[config.mk]
export PLATFORM = sky130hd
export DESIGN_NAME = ac_actuator_seq
export DESIGN_NICKNAME = d
export VERILOG_FILES = /design/src/rtl/ac_actuator_seq.sv
export SDC_FILE = /design/constraint.sdc
export NUM_CORES = 1
export LEC_CHECK = 0
export BUFFER_PORTS_ARGS = -buffer_cell sky130_fd_sc_hd__buf_2
export CORE_MARGIN = 2
export CORE_UTILIZATION = 50
export DETAILED_ROUTE_END_ITERATION = 12
export GPL_ROUTABILITY_DRIVEN = 0
export PLACE_DENSITY = 0.77
export SYNTH_ARGS = -nofsm -noshare
export SYNTH_HDL_FRONTEND = slang
export SYNTH_SLANG_ARGS = --single-unit
[constraint.sdc]
create_clock -name clk -period 1.7 [get_ports clk]
set_input_delay 0.255 -clock clk [delete_from_list [all_inputs] [get_ports clk]]
set_output_delay 0.255 -clock clk [all_outputs]
set_load 0.02 [all_outputs]
[src/rtl/ac_actuator_seq.sv]
// Actuator sequencer for the AC controller: fan pre-purge, minimum run time,
// fan overrun and anti-short-cycle lockout between heat/cool requests and hardware.
// Optional feature macro: AC_ACT_START_CNT_EN adds a saturating start_count output.
module ac_actuator_seq #(
   parameter int CNT_W    = 8,
   parameter int PRE_CYC  = 4,
   parameter int MIN_ON   = 16,
   parameter int POST_CYC = 8,
   parameter int MIN_OFF  = 16
) (
   input  logic        clk,
   input  logic        rst,
   input  logic        heating,
   input  logic        cooling,
   output logic        fan,
   output logic        heater_en,
   output logic        compressor_en,
   output logic        conflict,
   output logic [2:0]  seq_state
`ifdef AC_ACT_START_CNT_EN
   ,
   output logic [15:0] start_count
`endif
);

   typedef enum logic [2:0] {
      ST_IDLE = 3'd0,
      ST_PRE  = 3'd1,
      ST_HEAT = 3'd2,
      ST_COOL = 3'd3,
      ST_POST = 3'd4,
      ST_LOCK = 3'd5
   } state_t;

   // Last timer value of each timed state (timer counts 0..N-1)
   localparam logic [CNT_W-1:0] PRE_LAST  = CNT_W'(PRE_CYC - 1);
   localparam logic [CNT_W-1:0] ON_LAST   = CNT_W'(MIN_ON - 1);
   localparam logic [CNT_W-1:0] POST_LAST = CNT_W'(POST_CYC - 1);
   localparam logic [CNT_W-1:0] OFF_LAST  = CNT_W'(MIN_OFF - 1);
   localparam logic [CNT_W-1:0] TMR_MAX   = {CNT_W{1'b1}};

   state_t           state_q, state_d;
   logic [CNT_W-1:0] timer_q, timer_d;
   logic             target_q, target_d;   // 0 = heat, 1 = cool
   logic             tgt_req;

   logic             fan_q, heater_q, comp_q, conflict_q;
   logic             fan_d, heater_d, comp_d, conflict_d;

   // Request line belonging to the start that is in progress
   assign tgt_req = target_q ? cooling : heating;

   // State register: FSM state, dwell timer and latched target
   always_ff @(posedge clk) begin
      if (rst) begin
         state_q  <= ST_IDLE;
         timer_q  <= '0;
         target_q <= 1'b0;
      end else begin
         state_q  <= state_d;
         timer_q  <= timer_d;
         target_q <= target_d;
      end
   end

   // Next-state logic: sequencing and dwell timing
   always_comb begin
      state_d  = state_q;
      target_d = target_q;
      case (state_q)
         ST_IDLE: begin
            if (heating && !cooling) begin
               state_d  = ST_PRE;
               target_d = 1'b0;
            end else if (cooling && !heating) begin
               state_d  = ST_PRE;
               target_d = 1'b1;
            end
         end
         ST_PRE: begin
            // A dropped request aborts the purge straight into overrun
            if (!tgt_req)
               state_d = ST_POST;
            else if (timer_q == PRE_LAST)
               state_d = target_q ? ST_COOL : ST_HEAT;
         end
         ST_HEAT: begin
            if (timer_q >= ON_LAST && !heating)
               state_d = ST_POST;
         end
         ST_COOL: begin
            if (timer_q >= ON_LAST && !cooling)
               state_d = ST_POST;
         end
         ST_POST: begin
            if (timer_q == POST_LAST)
               state_d = ST_LOCK;
         end
         ST_LOCK: begin
            if (timer_q == OFF_LAST)
               state_d = ST_IDLE;
         end
         default: state_d = ST_IDLE;
      endcase

      // Timer restarts on every state change and saturates while dwelling
      if (state_d != state_q)
         timer_d = '0;
      else if (timer_q == TMR_MAX)
         timer_d = timer_q;
      else
         timer_d = timer_q + 1'b1;
   end

   // Output decode from the current state
   always_comb begin
      fan_d      = 1'b0;
      heater_d   = 1'b0;
      comp_d     = 1'b0;
      conflict_d = 1'b0;
      case (state_q)
         ST_PRE:  fan_d = 1'b1;
         ST_HEAT: begin
            fan_d    = 1'b1;
            heater_d = 1'b1;
         end
         ST_COOL: begin
            fan_d  = 1'b1;
            comp_d = 1'b1;
         end
         ST_POST: fan_d = 1'b1;
         ST_IDLE: conflict_d = heating && cooling;
         default: ;
      endcase
   end

   // Output registers: actuators switch one cycle after the state does
   always_ff @(posedge clk) begin
      if (rst) begin
         fan_q      <= 1'b0;
         heater_q   <= 1'b0;
         comp_q     <= 1'b0;
         conflict_q <= 1'b0;
      end else begin
         fan_q      <= fan_d;
         heater_q   <= heater_d;
         comp_q     <= comp_d;
         conflict_q <= conflict_d;
      end
   end

   assign fan           = fan_q;
   assign heater_en     = heater_q;
   assign compressor_en = comp_q;
   assign conflict      = conflict_q;
   assign seq_state     = state_q;

`ifdef AC_ACT_START_CNT_EN
   logic [15:0] start_cnt_q;
   logic        start_pulse;

   assign start_pulse = (state_q == ST_PRE) &&
                        ((state_d == ST_HEAT) || (state_d == ST_COOL));

   // Count completed purges that started heating or cooling, saturating
   always_ff @(posedge clk) begin
      if (rst)
         start_cnt_q <= '0;
      else if (start_pulse && (start_cnt_q != 16'hFFFF))
         start_cnt_q <= start_cnt_q + 16'd1;
   end

   assign start_count = start_cnt_q;
`endif

endmodule

==> metrics, run 1 <==
status finished, violations left; failing checks setup timing; Setup Crit Path Kind register to register; Reg2Reg Depth 5; Worst Hold Path EP fan; DPL Wire Length 1.60 mm; pre-CTS WS -0.121 ns; maximum fanout along the worst path 8; Worst Hold Class primary input to register; Cell Pwr Density 694 nW/µm²; DR iter-0 viols 25; Fin. Hold Viols 0; Post-Synthesis Mean Instance Area 8.43 µm²; Buffers on Ports 10; worst-skew pair later-pin latency 0.29 ns; total of max-cap violations 0; Setup crit end kind register; multi-input logic area 649 µm²; met1 global-route usage 28.2%; Tot Pwr 0.000875 W; num ports 11; Hold-fix buffers, CTS 0; GR Util met3 5.88%; DR vias 932; Antenna Nets Post-Route 0; die area 2160 µm²; Nets 146; worst-case vdd ir drop 580 µV; RSZ-0062 raised after global routing yes; met2 Track Usage GR 44.7%; Site Rows 15; count of final setup violators 8; number of synthesized register bits 16; cell taking the most area after synthesis dfxtp_1; Via-to-Cell Ratio 5.75; core area 1710 µm²; WL/cell 14.7 µm; maximum root-to-sink buffer count 2; startpoint class of the critical path register; Clock Pin Slew Worst Setup and Hold Paths 0.09 ns; grt ovf 0; Reg area 325 µm²; reported leakage power 0.501 nW; top post-synthesis cells by area dfxtp_1, ha_1, nor3_1, mux2i_1, nor2_1; final slew viol count 0; reg2reg end timer_q[5]; drt total wl 2.39 mm; Area growth, synth to finish 39.8%; antenna cells 0; share of the synthesized area in the top cell type 35.5%; Top Usage Layer GRT met2; synth unique cells 37; Mapped Area 902 µm²; Slew HR 71.2%; number of fill cells in the layout 120; worst path required time 1.91 ns; clk_skew 0.00101 ns; syn nets 115; DR pass1 iterations 4; largest net degree at the start of global routing 16; CTS sink cnt 16; # DRC 0; vias in the first global route 850; layout cells sized above 1 42.3%; setup_tns -0.587 ns; Ys Warns 0; GRT Total Usage 25.0%; Hold Path Depth 2; CP Data Arrival Time 1.99 ns; Clock Root Buffer clkbuf_4; Starting Density 52.8%; sequential share of the synthesized area 35.5%; register-to-register setup slack -0.09 ns; Die Ht 46.5 µm; H-tree Lvls 1; TritonCTS clock tree done; RR Startpoint timer_q[7]; initial antenna violation count 0; period utilisation layout 105%; global-route wire length before repair 3.73 mm; min-delay src rst; CTS Buf Count 3; die width 46.5 µm; Syn Inst Count 107; Highest Clock Rate 560 MHz; Worst-Margin Slew 0.420 ns; setup ws final -0.0855 ns; min Tclk post-route 1.79 ns
## power by group
| group | leakage (nW) | switching, W | internal, W |
|---|---|---|---|
| logic | 0.349 | 0.000121 | 0.0000945 |
| clock network | 0.0210 | 0.000122 | 0.000131 |
| registers | 0.132 | 0.0000123 | 0.000395 |
| total | 0.501 | 0.000255 | 0.000620 |
## cells in the mapped netlist
cell	n
a31oi_1	1
a21o_1	1
nor4_2	1
o31a_1	1
o22ai_1	2
nor4b_1	1
o21ai_2	1
nand3_1	7
xnor2_1	1
a211oi_4	1
and3b_1	1
nand4b_1	1
nor2_1	10
inv_1	4
nor4bb_1	1
nand2b_1	2
nand2_1	5
or4_1	1
nor4_1	2
o21ai_0	5
ha_1	4
and4bb_1	1
or2_2	1
mux2i_1	4
o211ai_1	3
a211oi_1	1
nor3b_1	1
buf_1	1
o21a_1	1
xor2_1	2
or3b_2	2
dfxtp_1	16
a21oi_1	7
and3_1	1
nor3_1	10
clkbuf_1	2
buf_2	1
## cell families after synthesis
kind of cell	Yosys count	share of synthesized area [%]
flip-flops	16	35.5
AO/OA/AOI/OAI	24	17.9
buffers and inverters	8	3.47
adder cells (fa/ha/maj)	4	5.55
XOR/XNOR	3	2.91
AND/OR/NAND/NOR	48	30.2
multiplexers	4	4.44
## area by class of cell
cell class                 instances  share of cell area [%]
tap                               25                    2.48
inverter                           4                    1.19
clock buffer                       4                    2.88
multi-input combinational         83                    51.5
timing repair buffer              30                    16.2
sequential                        16                    25.8
## worst max-delay path, stage by stage, from the launching register on
cell and delay [ns]:
dfxtp_2 0.33, or4_4 0.60, o211ai_1 0.14, and4bb_1 0.27, o21ai_4 0.11, nor4b_2 0.26
## through the flow
step,instances,utilization [%],hold slack [ns],instance area [µm²]
6_report,162,73.8,0.222,1260
3_5_place_dp,154,66.7,0.536,1140
4_1_cts,160,71.0,0.223,1210
2_1_floorplan,107,-,0.317,961
5_1_grt,162,73.8,0.231,1260
3_3_place_gp,154,66.7,0.519,1140
## registers in the layout, summed over array words and instances, names as in the netlist
signal	flops
target_q	1
timer_q	8
fan	1
seq_state	3
heater_en	1
compressor_en	1
conflict	1
## repair_timing
| item | in CTS | in global routing |
|---|---|---|
| resized for setup | 4 | 7 |
| buffers inserted | 2 | 2 |
| pin swaps | 3 | 3 |
| endpoints found under the setup margin | 8 | 9 |
## worst max path at each step
stage | start | to | depth (start not counted)
floorplan | timer_q[7] | timer_q[5] | 5
finish | timer_q[7] | timer_q[5] | 5
global placement | timer_q[7] | timer_q[0] | 6
detailed placement | timer_q[1] | timer_q[1] | 6
CTS | timer_q[0] | timer_q[1] | 6
global route | timer_q[1] | timer_q[4] | 6
## placed cells by master (no fill, tap or decap), types with 2 or more instances in the layout
master     n
o22ai_2    2
a21oi_2    3
mux2i_1    4
dfxtp_1   12
buf_2     10
xor2_1     2
o21ai_0    5
clkbuf_4   3
nor3_2     3
nand3_1    6
ha_1       3
nor3_1     7
nor2_1     9
o211ai_1   3
buf_4     19
a21oi_1    4
nand2_1    5
dfxtp_2    4
inv_1      4
nand2b_1   2
## layer usage
layer / wire length, µm / vias to the layer above
li1: - / 458
met3: 132 / 9
met4: 49 / 0
met2: 1270 / 36
met1: 933 / 429
met5: 0 / -
No activity file was read; power rests on OpenSTA's default activity.
==> inputs of run 2 (changes only) <==
--- a/config.mk
+++ b/config.mk
@@ -7,10 +7,11 @@
 export LEC_CHECK = 0
 export BUFFER_PORTS_ARGS = -buffer_cell sky130_fd_sc_hd__buf_2
 export CORE_MARGIN = 2
-export CORE_UTILIZATION = 50
+export CORE_UTILIZATION = 45
+export CTS_CLUSTER_DIAMETER = 30
 export DETAILED_ROUTE_END_ITERATION = 12
 export GPL_ROUTABILITY_DRIVEN = 0
-export PLACE_DENSITY = 0.77
+export PLACE_DENSITY = 0.71
 export SYNTH_ARGS = -nofsm -noshare
 export SYNTH_HDL_FRONTEND = slang
 export SYNTH_SLANG_ARGS = --single-unit
==> metrics, run 2 (same netlist as run 1, synthesis figures left out) <==
final slew viol count 0 (unchanged); number of fill cells in the layout 183 (was 120); metal2 WL 1.19 mm (was 1.27 mm); clk_skew 0.00878 ns (was 0.00101 ns); CTS Buf Count 3 (unchanged); maximum root-to-sink buffer count 2 (unchanged); worst-case vdd ir drop 365 µV (was 580 µV); status finished, violations left (unchanged); min Tclk post-route 1.81 ns (was 1.79 ns); Post-Layout Inst Area 1280 µm² (was 1260 µm²); maximum fanout along the worst path 6 (was 8); # DRC 0 (unchanged); layout cells sized above 1 40.4% (was 42.3%); num ports 11 (unchanged); Starting Density 46.9% (was 52.8%); pre-CTS WS -0.171 ns (was -0.121 ns); WL/cell 13.5 µm (was 14.7 µm); die width 48.8 µm (was 46.5 µm); Highest Signal Layer met4 (unchanged); Clock Pin Slew Worst Setup and Hold Paths 0.10 ns (was 0.09 ns); initial antenna violation count 0 (unchanged); Via-to-Cell Ratio 5.38 (was 5.75); Fin. Hold Viols 0 (unchanged); largest net degree at the start of global routing 16 (unchanged); Clock Root Buffer clkbuf_4 (unchanged); GRT Total Usage 20.0% (was 25.0%); CP Data Arrival Time 1.98 ns (was 1.99 ns); Post-DP Area 1180 µm² (was 1140 µm²); number of flip-flops in the largest register 8 (unchanged); RSZ-0062 raised after global routing yes (unchanged); Hold-fix buffers, CTS 0 (unchanged); TritonCTS clock tree done (unchanged); total of max-cap violations 0 (unchanged); DR pass1 iterations 4 (unchanged); Reg with most FFs timer_q (unchanged); Die Ht 48.8 µm (was 46.5 µm); H-tree Lvls 1 (unchanged); CTS sink cnt 16 (unchanged); Worst Hold Class primary input to register (unchanged); grt ovf 0 (unchanged); commonest non-fill, non-tap cell in the layout buf_4 (unchanged); DR vias 904 (was 932); period utilisation layout 107% (was 105%); Buffers on Ports 10 (unchanged); Setup crit end kind register (unchanged); Cell Pwr Density 692 nW/µm² (was 694 nW/µm²); worst path required time 1.87 ns (was 1.91 ns); drt total wl 2.26 mm (was 2.39 mm); vias in the first global route 900 (was 850); startpoint class of the critical path register (unchanged); setup ws final -0.113 ns (was -0.0855 ns); Site Rows 16 (was 15); Highest Clock Rate 552 MHz (was 560 MHz); Nets 150 (was 146); Worst-Margin Slew 0.411 ns (was 0.420 ns); hold slack 0.222 ns (about the same); count of final setup violators 9 (was 8); worst-skew pair later-pin latency 0.29 ns (about the same); failing checks setup timing (unchanged); Slew HR 71.8% (was 71.2%); DR iter-0 viols 14 (was 25); most frequent cells in the layout buf_4, dfxtp_1, buf_2 (unchanged); Tot Pwr 0.000884 W (was 0.000875 W); met3 wire length 46 µm (was 132 µm); global-route wire length before repair 3.78 mm (was 3.73 mm); Antenna Nets Post-Route 0 (unchanged); final core occ 66.5% (was 73.8%); antenna cells 0 (unchanged); die area 2380 µm² (was 2160 µm²); DPL Wire Length 1.68 mm (was 1.60 mm); WL met1 991 µm (was 933 µm); reported leakage power 0.519 nW (was 0.501 nW); Area growth, synth to finish 41.6% (was 39.8%); core area 1920 µm² (was 1710 µm²); Setup Crit Path Kind register to register (unchanged)
## run 2: final cells by class
type | instances | area [µm²] | share of cell area, %
Multi-Input combinational cell | 83 | 629 | 49.3
Sequential cell | 16 | 325 | 25.5
Timing Repair Buffer | 34 | 238 | 18.6
Clock buffer | 4 | 36.3 | 2.84
Tap cell | 27 | 33.8 | 2.64
Inverter | 4 | 15.0 | 1.18
## run 2: power breakdown
| group | switching, W | internal [W] | total [W] |
|---|---|---|---|
| registers | 0.0000123 | 0.000395 | 0.000407 |
| logic | 0.000119 | 0.000101 | 0.000220 |
| clock network | 0.000127 | 0.000130 | 0.000257 |
## run 2: timing repair
item | in CTS | in global routing
setup endpoints to repair | 8 | 9
pin swaps | 2 | 1
buffers inserted | 1 | 2
gates resized for setup | 3 | 4
endpoints found under the hold margin | 0 | 0
## run 2: metal layers
layer | up-vias | track usage (%)
met5 | - | 0
met4 | 0 | 7.14
met3 | 4 | 3.99
met2 | 10 | 37.0
met1 | 430 | 22.7
li1 | 460 | -
## run 2: critical path, cell delays in order, from the launching register on
cell	delay, ns
dfxtp_2	0.34
or4_4	0.59
o31a_1	0.31
a211oi_4	0.25
buf_6	0.16
nor3_1	0.05
## run 2: final timing paths
path,startpoint,slack (ns),endpoint,cells past startpoint
max,timer_q[7],-0.11,timer_q[4],5
min,rst,0.22,fan,2
max reg2reg,timer_q[7],-0.11,timer_q[4],5
min reg2reg,target_q,0.57,target_q,2
## run 2: metrics by stage
step	cells	TNS [ns]
final	168	-0.791
after global routing	168	-1.33
after CTS	166	-0.780
after detailed placement	161	-1.22
after global placement	161	-0.946
after floorplan	107	-0.323
==> inputs of run 3 (changes only) <==
--- a/config.mk
+++ b/config.mk
@@ -11,6 +11,7 @@
 export CTS_CLUSTER_DIAMETER = 30
 export DETAILED_ROUTE_END_ITERATION = 12
 export GPL_ROUTABILITY_DRIVEN = 0
+export GPL_TIMING_DRIVEN = 0
 export PLACE_DENSITY = 0.71
 export SYNTH_ARGS = -nofsm -noshare
 export SYNTH_HDL_FRONTEND = slang
==> metrics, run 3 (same netlist as run 1, synthesis figures left out) <==
Setup crit end kind register (unchanged); Highest Signal Layer met4 (unchanged); total of max-cap violations 0 (unchanged); die area 2380 µm² (unchanged); setup_tns -0.924 ns (was -0.791 ns); DR iter-0 viols 14 (unchanged); Area growth, synth to finish 32.5% (was 41.6%); Slew HR 65.5% (was 71.8%); CTS sink cnt 16 (unchanged); layout cells sized above 1 37.0% (was 40.4%); Via-to-Cell Ratio 5.60 (was 5.38); WL met1 913 µm (was 991 µm); GRT Total Usage 19.4% (was 20.0%); setup ws final -0.124 ns (was -0.113 ns); grt ovf 0 (unchanged); RSZ-0062 raised after global routing yes (unchanged); CTS Buf Count 3 (unchanged); Highest Clock Rate 548 MHz (was 552 MHz); DR pass1 iterations 4 (unchanged); startpoint class of the critical path register (unchanged); Inst Count DP 144 (was 161); commonest non-fill, non-tap cell in the layout buf_2 (was buf_4); antenna cells 0 (unchanged); CP Data Arrival Time 1.98 ns (about the same); DR vias 863 (was 904); maximum fanout along the worst path 8 (was 6); status finished, violations left (unchanged); number of flip-flops in the largest register 8 (unchanged); initial antenna violation count 0 (unchanged); Fin. Hold Viols 0 (unchanged); Buffers on Ports 10 (unchanged); Setup Crit Path Kind register to register (unchanged); Hold-fix buffers, CTS 0 (unchanged); DPL Wire Length 1.45 mm (was 1.68 mm); worst path required time 1.85 ns (was 1.87 ns); met3 wire length 62 µm (was 46 µm); clk_skew 0.0133 ns (was 0.00878 ns); count of final setup violators 8 (was 9); Reg with most FFs timer_q (unchanged); final cell count without fillers 154 (was 168); drt total wl 2.13 mm (was 2.26 mm); Clock Root Buffer clkbuf_4 (unchanged); Antenna Nets Post-Route 0 (unchanged); Nets 137 (was 150); num ports 11 (unchanged); worst-skew pair later-pin latency 0.28 ns (was 0.29 ns); period utilisation layout 107% (about the same); WL/cell 13.8 µm (was 13.5 µm); die width 48.8 µm (unchanged); failing checks setup timing (unchanged); Site Rows 16 (unchanged); Worst Hold Class primary input to register (unchanged); Worst-Margin Slew 0.518 ns (was 0.411 ns); metal2 WL 1.12 mm (was 1.19 mm); maximum root-to-sink buffer count 2 (unchanged); most frequent cells in the layout buf_2, nor2_1, dfxtp_1 (was buf_4, dfxtp_1, buf_2); worst-case vdd ir drop 386 µV (was 365 µV); vias in the first global route 842 (was 900); Die Ht 48.8 µm (unchanged); largest net degree at the start of global routing 11 (was 16); reported leakage power 0.455 nW (was 0.519 nW); H-tree Lvls 1 (unchanged); # DRC 0 (unchanged); Cell Pwr Density 671 nW/µm² (was 692 nW/µm²); TritonCTS clock tree done (unchanged); global-route wire length before repair 3.64 mm (was 3.78 mm); Starting Density 46.9% (unchanged); core area 1920 µm² (unchanged); Clock Pin Slew Worst Setup and Hold Paths 0.10 ns (about the same); final slew viol count 0 (unchanged); min Tclk post-route 1.82 ns (was 1.81 ns)
==> run 3: report_power, final <==
part	internal [W]	leakage (nW)	switching (W)	total (W)
Sequential	0.000393	0.134	0.0000190	0.000412
Clock	0.0000819	0.0138	0.000113	0.000195
Combinational	0.0000849	0.307	0.000109	0.000194
==> run 3: path summary, 6_finish.rpt <==
kind             endpoint  slack [ns]  startpoint  depth (start not counted)
min reg2reg      target_q        0.56    target_q                          2
max            timer_q[3]       -0.12  timer_q[0]                          6
max reg2reg    timer_q[3]       -0.12  timer_q[0]                          6
min          seq_state[0]        0.22         rst                          2
==> run 3: worst max-delay path, cell delays in order (launching register included) <==
cell and delay (ns):
dfxtp_4 0.38, ha_4 0.15, or3b_4 0.41, nor4_4 0.29, and4bb_1 0.24, o21ai_4 0.14
nor3_1 0.09
==> run 3: layout make-up <==
type / count / area (µm²)
fill: 176 / 727
timing repair buffer: 18 / 126
multi-input combinational: 83 / 648
tap: 27 / 33.8
clock buffer: 3 / 22.5
sequential: 16 / 337
inverter: 4 / 15.0
buffer: 3 / 12.5
==> run 3: metrics by stage <==
stage	hold slack, ns	power (W)	utilization (%)	area [µm²]	setup WS (ns)
3_5_place_dp	0.515	0.000582	54.4	1040	-0.227
2_1_floorplan	0.317	0.000540	-	961	-0.0472
3_3_place_gp	0.513	0.000576	54.4	1040	-0.190
4_1_cts	0.196	0.000811	59.9	1150	-0.159
5_1_grt	0.217	0.000859	62.2	1190	-0.198
6_report	0.217	0.000801	62.2	1190	-0.124
==> run 3: timing repair <==
item,4_1_cts,5_1_grt
gates resized for setup,8,10
setup buffers,6,2
pin swaps,7,3
setup endpoints to repair,8,8
==> run 3: per-layer routing <==
metal,vias up,global-route usage (%)
li1,435,-
met5,-,0
met4,0,7.62
met2,14,35.2
met3,4,2.76
met1,410,22.9
